===== config.mk =====
export PLATFORM = sky130hd
export DESIGN_NAME = time_counter
export DESIGN_NICKNAME = d
export VERILOG_FILES = /design/src/rtl/time_counter.sv
export SDC_FILE = /design/constraint.sdc
export NUM_CORES = 1
export LEC_CHECK = 0
export ABC_AREA = 1
export BUFFER_PORTS_ARGS = -buffer_cell sky130_fd_sc_hd__buf_4
export CAP_MARGIN = 10
export CORE_MARGIN = 3
export CORE_UTILIZATION = 32
export DETAILED_ROUTE_END_ITERATION = 10
export GPL_TIMING_DRIVEN = 0
export SETUP_SLACK_MARGIN = 0.3
export SLEW_MARGIN = 20
export SYNTH_ARGS = -nofsm -noshare
export SYNTH_HDL_FRONTEND = slang
export SYNTH_SLANG_ARGS = --single-unit

===== constraint.sdc =====
create_clock -name i_clk -period 1.62 [get_ports i_clk]
set_input_delay 0.486 -clock i_clk [delete_from_list [all_inputs] [get_ports i_clk]]
set_output_delay 0.486 -clock i_clk [all_outputs]
set_load 0.02 [all_outputs]

===== src/rtl/time_counter.sv =====
// time_counter: seconds/minutes/hours time-of-day counter advanced by accepted ticks,
// with hold, clear and per-field load; wrap pulses feed the display stage.
module time_counter #(
  parameter int p_sec_max = 60,
  parameter int p_min_max = 60,
  parameter int p_hour_max = 24,
  localparam int lp_sec_w = $clog2(p_sec_max),
  localparam int lp_min_w = $clog2(p_min_max),
  localparam int lp_hour_w = $clog2(p_hour_max),
  localparam int lp_sm_w = (lp_sec_w > lp_min_w) ? lp_sec_w : lp_min_w,
  localparam int lp_val_w = (lp_sm_w > lp_hour_w) ? lp_sm_w : lp_hour_w
)(
  input  logic                 i_clk,
  input  logic                 i_rst,
  input  logic                 i_tick,
  input  logic                 i_stop,
  input  logic                 i_clear,
  input  logic                 i_load,
  input  logic [1:0]           i_field,
  input  logic [lp_val_w-1:0]  i_value,
  output logic [lp_sec_w-1:0]  o_sec,
  output logic [lp_min_w-1:0]  o_min,
  output logic [lp_hour_w-1:0] o_hour,
  output logic                 o_min_tick,
  output logic                 o_hour_tick,
  output logic                 o_day,
  output logic                 o_err,
  output logic                 o_running
);
  typedef enum logic {RUN, HOLD} state_t;
  state_t r_state, w_next;
  logic [lp_sec_w-1:0] r_sec;
  logic [lp_min_w-1:0] r_min;
  logic [lp_hour_w-1:0] r_hour;
  logic r_min_tick, r_hour_tick, r_day, r_err;
  logic w_tick, w_load_ok, w_sec_wrap, w_min_wrap, w_hour_wrap;
  logic [31:0] w_val;
  always_ff @(posedge i_clk or posedge i_rst) begin
    if (i_rst) r_state <= RUN;
    else r_state <= w_next;
  end
  // Range check uses the full zero-extended load value, never a truncated one.
  always_comb begin
    w_next = i_stop ? HOLD : RUN;
    w_val = 32'(i_value);
    w_tick = i_tick && (r_state == RUN) && !i_stop;
    w_load_ok = (i_field == 2'd0) ? (w_val < 32'(p_sec_max)) :
                (i_field == 2'd1) ? (w_val < 32'(p_min_max)) :
                (i_field == 2'd2) ? (w_val < 32'(p_hour_max)) : 1'b0;
    w_sec_wrap = r_sec == lp_sec_w'(p_sec_max - 1);
    w_min_wrap = r_min == lp_min_w'(p_min_max - 1);
    w_hour_wrap = r_hour == lp_hour_w'(p_hour_max - 1);
  end
  always_ff @(posedge i_clk or posedge i_rst) begin
    if (i_rst) begin
      r_sec <= '0;
      r_min <= '0;
      r_hour <= '0;
      r_min_tick <= 1'b0;
      r_hour_tick <= 1'b0;
      r_day <= 1'b0;
      r_err <= 1'b0;
    end else begin
      r_min_tick <= 1'b0;
      r_hour_tick <= 1'b0;
      r_day <= 1'b0;
      r_err <= 1'b0;
      if (i_clear) begin
        r_sec <= '0;
        r_min <= '0;
        r_hour <= '0;
      end else if (i_load) begin
        if (w_load_ok) begin
          if (i_field == 2'd0) r_sec <= lp_sec_w'(i_value);
          if (i_field == 2'd1) r_min <= lp_min_w'(i_value);
          if (i_field == 2'd2) r_hour <= lp_hour_w'(i_value);
        end else r_err <= 1'b1;
      end else if (w_tick) begin
        r_sec <= w_sec_wrap ? '0 : r_sec + 1'b1;
        if (w_sec_wrap) begin
          r_min_tick <= 1'b1;
          r_min <= w_min_wrap ? '0 : r_min + 1'b1;
          if (w_min_wrap) begin
            r_hour_tick <= 1'b1;
            r_hour <= w_hour_wrap ? '0 : r_hour + 1'b1;
            r_day <= w_hour_wrap;
          end
        end
      end
    end
  end
  assign o_sec = r_sec;
  assign o_min = r_min;
  assign o_hour = r_hour;
  assign o_min_tick = r_min_tick;
  assign o_hour_tick = r_hour_tick;
  assign o_day = r_day;
  assign o_err = r_err;
  assign o_running = (r_state == RUN);
endmodule

==> results.toml, run 1 <==
[worst_setup_path]
worstPathMaxFanout = 5
cp_cell_sequence = "buf_6"
cp-end-kind = "output port"
arrival_ps = 860
cp_slowest_cell = "dfrtp_2"
cp.required_ps = 1130
crit_path_start_kind = "flop"
max_stage_delay_ps = 450
crit_buf_inv = 1
critPathKind = "reg -> out"
crit_family = "flip-flops"

[power]
powerDensity_mw_per_mm2 = 851
finalPower_mw = 1.97
max-vdd-ir-drop_mv = 0.565
p_sw_frac = 0.359
p_int_mw = 1.26
power.leakage_nw = 1.19
switching_power_uw = 706
comb_power_share = 0.436
seqPwrFrac = 0.359
power_frac_clock = 0.205

[clock_network]
path_clk_slew_ps = 80
cts_buffers = 3
numClockSinks = 22
root_buffer = "clkbuf_8"
htreeDepth = 1
clock_latency_ps = 270
clk_path_buf_depth = 2
cts_tree = "yes"

[global_route]
antenna_found_initial = 0
grt_max_degree = 23
grt_first_pass_wirelength_um = 6930
grt-ovfl-total = 0
grt_usage = 0.163
grt_pass1_vias = 1527

[floorplan]
dieArea_sq_mm = 0.00545
die_w_um = 73.8
coreArea_sq_mm = 0.00438
row_count = 24
start_util = 0.336
pin_count = 36
dieHeight_um = 73.8

[place]
io_buffers = 35
gp_congestion = 0.843
placed_cell_area_sq_mm = 0.00185
dp_hpwl_um = 2970

[synthesis]
ys_seq_elements = 22
synthesis.instances = 212
syn_area_sq_mm = 0.00147
synthesis.nets = 229
synth_flop_cell = "dfrtp_1"
syn_area_per_cell_sq_um = 6.94
ys_seq_area_frac = 0.374
synthArstFlopShare = 1.00
yosys_warnings = 0
synth_cell_types = 25
synth-edff-count = 0

[finish]
n_antenna_cell = 0
fin_area_sq_mm = 0.00231
drive_gt1_frac = 0.433
fin_nets = 300
fin_util = 0.527
fillers = 424
layout_commonest_cell = "nand2_1"
area_growth_pct = 57.1
final_cell_mix = "nand2_1 (66), buf_4 (48), nand3_1 (25)"

[detailed_routing]
wl_per_cell_um = 12.7
drcViolationCount = 0
antenna_left = 0
drt_iter0_markers = 88
vias = 1604
dr.pass1.iters = 4
vias_per_cell = 4.80
wl_um = 4240

[sta]
hold_viol_final = 0
grt_setup_unrepaired = "true"
setup_viol = 0
report.final.slew_viol_count = 0
fmax_mhz = 741
min_period_over_period = 0.833
worst_pin_slew_ps = 869
finClkSkew_ps = 1.73
maxSlewHeadroom = 0.420
finalCriticalPeriod_ps = 1350

[outcome]
status = "finished, final reports clean"

[flow_run]
max_cap_viol_count = 0

[worst_hold_path]
hold_path_class = "in -> reg"
[synthesized netlist by cell type (3+ instances only)]
cell type | instances | area share
a21oi_1 | 10 | 0.034
ha_1 | 3 | 0.026
nand3_1 | 28 | 0.095
inv_1 | 22 | 0.056
nand4_1 | 5 | 0.021
nor2_1 | 10 | 0.026
nand2_4 | 3 | 0.023
dfrtp_1 | 22 | 0.37
o21ai_0 | 12 | 0.041
nand2_1 | 76 | 0.19
[kinds of logic (layout without fill, tap and decap cells)]
logic type / count (synthesis) / in the layout / synth area share
XOR/XNOR: 1 / 1 / 0.00595
AO/OA/AOI/OAI: 24 / 24 / 0.0850
adder cells (fa/ha/maj): 3 / 3 / 0.0255
AND/OR/NAND/NOR: 135 / 135 / 0.439
buffers and inverters: 27 / 97 / 0.0706
flip-flops: 22 / 22 / 0.374
[per-layer routing]
| layer | share of wire | GRT usage |
|---|---|---|
| met3 | 0.034 | 0.0315 |
| met2 | 0.49 | 0.276 |
| met5 | 0 | 0 |
| met4 | 0.0073 | 0.0342 |
| met1 | 0.47 | 0.214 |
[per-stage QoR]
stage / setup slack, ps / hold slack, ps / setup TNS, ps / std cells
2_1_floorplan: 286 / 475 / 0 / 212
3_3_place_gp: -24.3 / 511 / -56.8 / 299
3_5_place_dp: -19.0 / 517 / -64.3 / 299
4_1_cts: 258 / 320 / 0 / 328
5_1_grt: 178 / 322 / 0 / 334
6_report: 271 / 331 / 0 / 334
[flip-flops by register name (all words and copies together), names as in the netlist]
signal and count:
o_min 6, o_day 1, o_hour 5, r_state 1, o_min_tick 1, o_hour_tick 1
o_sec 6, o_err 1
[layout make-up]
cell class	count	area, sq um	share of cell area
clock buffers	4	55.1	0.0238
well taps	52	65.1	0.0281
multi-input cells	163	943	0.408
repair buffers	66	563	0.244
plain buffers	3	25.0	0.0108
flip-flops and latches	22	564	0.244
inverters	24	96.3	0.0417
[power groups by stage]
stage,Sequential [mW],Clock [mW],Combinational [mW]
floorplan,0.800,0,0.304
global placement,0.738,0,0.583
detailed placement,0.740,0,0.591
CTS,0.702,0.420,0.791
global route,0.715,0.439,0.949
finish,0.707,0.404,0.857
[what timing repair did]
action / in CTS / in global routing
hold endpoints to repair: 0 / 0
hold buffers: 0 / 0
pin swaps: 5 / 11
gates resized for setup: 23 / 30
setup endpoints to repair: 33 / 33
buffers inserted: 25 / 6
[worst paths after layout]
kind | startpoint | end | slack, ps | depth (start not counted)
worst max-delay path | o_sec[2] | o_sec[2] | 270 | 1
worst min-delay path | i_stop | r_state | 330 | 1
worst max register to register | o_min[2] | o_hour[1] | 280 | 9
worst min register to register | o_hour[1] | o_hour[1] | 580 | 2
max in group asynchronous | i_rst | o_hour[2] | 630 | 2
min in group asynchronous | i_rst | o_min_tick | 400 | 2
No activity file was read; power rests on OpenSTA's default activity.
==> inputs of run 2 (changes only) <==
ABC_AREA = 0   (was 1)
clock period = 1.12 ns   (was 1.62 ns; I/O delays follow)
==> results.toml, run 2 <==
[clock_network]
htreeDepth = 1
cts-hold-fix-buffers = 0
cts_buffers = 3
clk_path_buf_depth = 2
numClockSinks = 22
root_buffer = "clkbuf_8"
path_clk_slew_ps = 80
cts_tree = "yes"
clock_latency_ps = 260

[finish]
fin_nets = 254
area_growth_pct = 67.3
drive_gt1_frac = 0.534
fin_area_sq_mm = 0.00251
final_cell_mix = "buf_4 (40), buf_6 (35), dfrtp_1 (14)"
fin_util = 0.565
layout_commonest_cell = "buf_4"
n_antenna_cell = 0

[global_route]
grt_pass1_vias = 1580
grt-ovfl-total = 0
grt_max_degree = 23
antenna_found_initial = 0
grt_usage = 0.183
grt_first_pass_wirelength_um = 7850

[floorplan]
row_count = 24
dieHeight_um = 74.5
coreArea_sq_mm = 0.00444
dieArea_sq_mm = 0.00555
start_util = 0.338
pin_count = 36
die_w_um = 74.5

[place]
placed_cell_area_sq_mm = 0.00189
io_buffers = 34
dp_hpwl_um = 3070
gp_congestion = 0.860

[synthesis]
synth.area.top_cells = "dfrtp_1 (37%), o21ai_0 (5.7%), buf_6 (3.8%), a21oi_1 (3.0%), inv_1 (2.8%)"
synth-edff-count = 0
yosysMostFrequentCell = "dfrtp_1"
yosys_warnings = 0
synthesis.instances = 159
synthArstFlopShare = 1.00
yosys.area.top_type = "dfrtp_1"
syn_area_per_cell_sq_um = 9.44
syn_area_sq_mm = 0.00150
ys_seq_elements = 22
synthesis.nets = 176
synth_top_cell_area_share = 0.367
ys_seq_area_frac = 0.367
synth_flop_cell = "dfrtp_1"
synth_top_cells_by_count = "dfrtp_1 (22), o21ai_0 (17), inv_1 (11)"
synth_cell_types = 49

[sta]
worst_pin_slew_ps = 601
fmax_mhz = 541
holdWs_ps = 91.4
maxSlewHeadroom = 0.600
grt_setup_unrepaired = "true"
finClkSkew_ps = 2.61
min_period_over_period = 1.65
finalCriticalPeriod_ps = 1850
report.final.slew_viol_count = 0
hold_viol_final = 0
setup_ws_ps = -727
setup_viol = 38

[detailed_routing]
vias = 1595
dr.pass1.iters = 4
antenna_left = 0
wl_um = 4830
vias_per_cell = 5.54
drcViolationCount = 0
wl_per_cell_um = 16.8
drt_iter0_markers = 80

[outcome]
status = "complete, but fails checks"
violations = "setup timing"

[worst_setup_path]
path_common_cell = "buf_6"
crit_path_start_kind = "flop"
crit_family = "simple AND/OR/NAND/NOR gates"
arrival_ps = 2010
cp.required_ps = 1280
worstPathMaxFanout = 6
cp_cell_sequence = "ha_4, and4b_1, buf_6, a311oi_4, buf_4, or3_4, buf_6, a22o_1"
cp_slowest_cell = "dfrtp_2"
cp-end-kind = "flop"
critPathKind = "reg -> reg"
max_stage_delay_ps = 390
crit_buf_inv = 3

[power]
powerDensity_mw_per_mm2 = 1120
power.leakage_nw = 1.13
max-vdd-ir-drop_mv = 0.543

[worst_hold_path]
hold_path_class = "in -> async"

[flow_run]
max_cap_viol_count = 0
-- run 2: cells by family after synthesis --
| group | after synthesis | share of synthesized area |
|---|---|---|
| DFF | 22 | 0.367 |
| buffers and inverters | 22 | 0.0817 |
| AOI/OAI and AO/OA | 62 | 0.308 |
| muxes | 5 | 0.0358 |
| adders and majority gates | 3 | 0.0250 |
| and+or+nand+nor | 45 | 0.183 |
-- run 2: timing repair --
action	in CTS	in global routing
gates resized for setup	47	18
endpoints found under the hold margin	0	0
buffers inserted	27	11
gates cloned	1	0
pin swaps	9	10
setup endpoints to repair	65	43
-- run 2: worst register-to-register path: cells and delay by family (launching register included) --
kind                       cells  cell delay (ps)
adders and majority gates      1              130
AOI/OAI and AO/OA              2              290
buffers and inverters          3              410
and+or+nand+nor                2              520
DFF                            1              390
-- run 2: cell type report --
type	instances	area, sq um
Multi-Input combinational cell	115	1000
Inverter	11	45.0
Fill cell	388	1930
Timing Repair Buffer	73	677
Sequential cell	22	561
Buffer	11	106
Clock buffer	4	55.1
Tap cell	52	65.1
-- run 2: power breakdown --
group	switching, mW	internal [mW]	leakage [nW]
sequential	0.131	0.899	0.276
combinational	0.570	0.623	0.821
clock	0.268	0.314	0.0288
-- run 2: per-stage QoR --
| stage | TNS, ps | instances | setup WS (ps) | power [mW] |
|---|---|---|---|---|
| 6_report | -14680 | 288 | -727 | 2.80 |
| 4_1_cts | -12790 | 277 | -721 | 2.72 |
| 5_1_grt | -16920 | 288 | -790 | 2.96 |
| 3_5_place_dp | -16260 | 245 | -921 | 1.86 |
| 2_1_floorplan | -10890 | 159 | -734 | 1.54 |
| 3_3_place_gp | -16350 | 245 | -931 | 1.86 |
-- run 2: final timing paths --
path | from | slack, ps | end | cells after the start
max in group asynchronous | i_rst | 710 | o_sec[2] | 2
min | i_rst | 90 | o_min[3] | 2
max | o_sec[0] | -730 | o_min[5] | 8
min reg2reg | o_hour[4] | 610 | o_hour[4] | 1
min in group i_clk | i_stop | 200 | r_state | 1
max reg2reg | o_sec[0] | -730 | o_min[5] | 8
-- run 2: layer usage --
metal | track usage | vias up | part of all wire | routed length (um)
met2 | 0.313 | 50 | 0.48 | 2340
li1 | - | 752 | - | -
met3 | 0.0338 | 12 | 0.048 | 232
met4 | 0.0415 | 0 | 0.019 | 93
met1 | 0.241 | 781 | 0.45 | 2170
met5 | 0 | - | 0 | 0
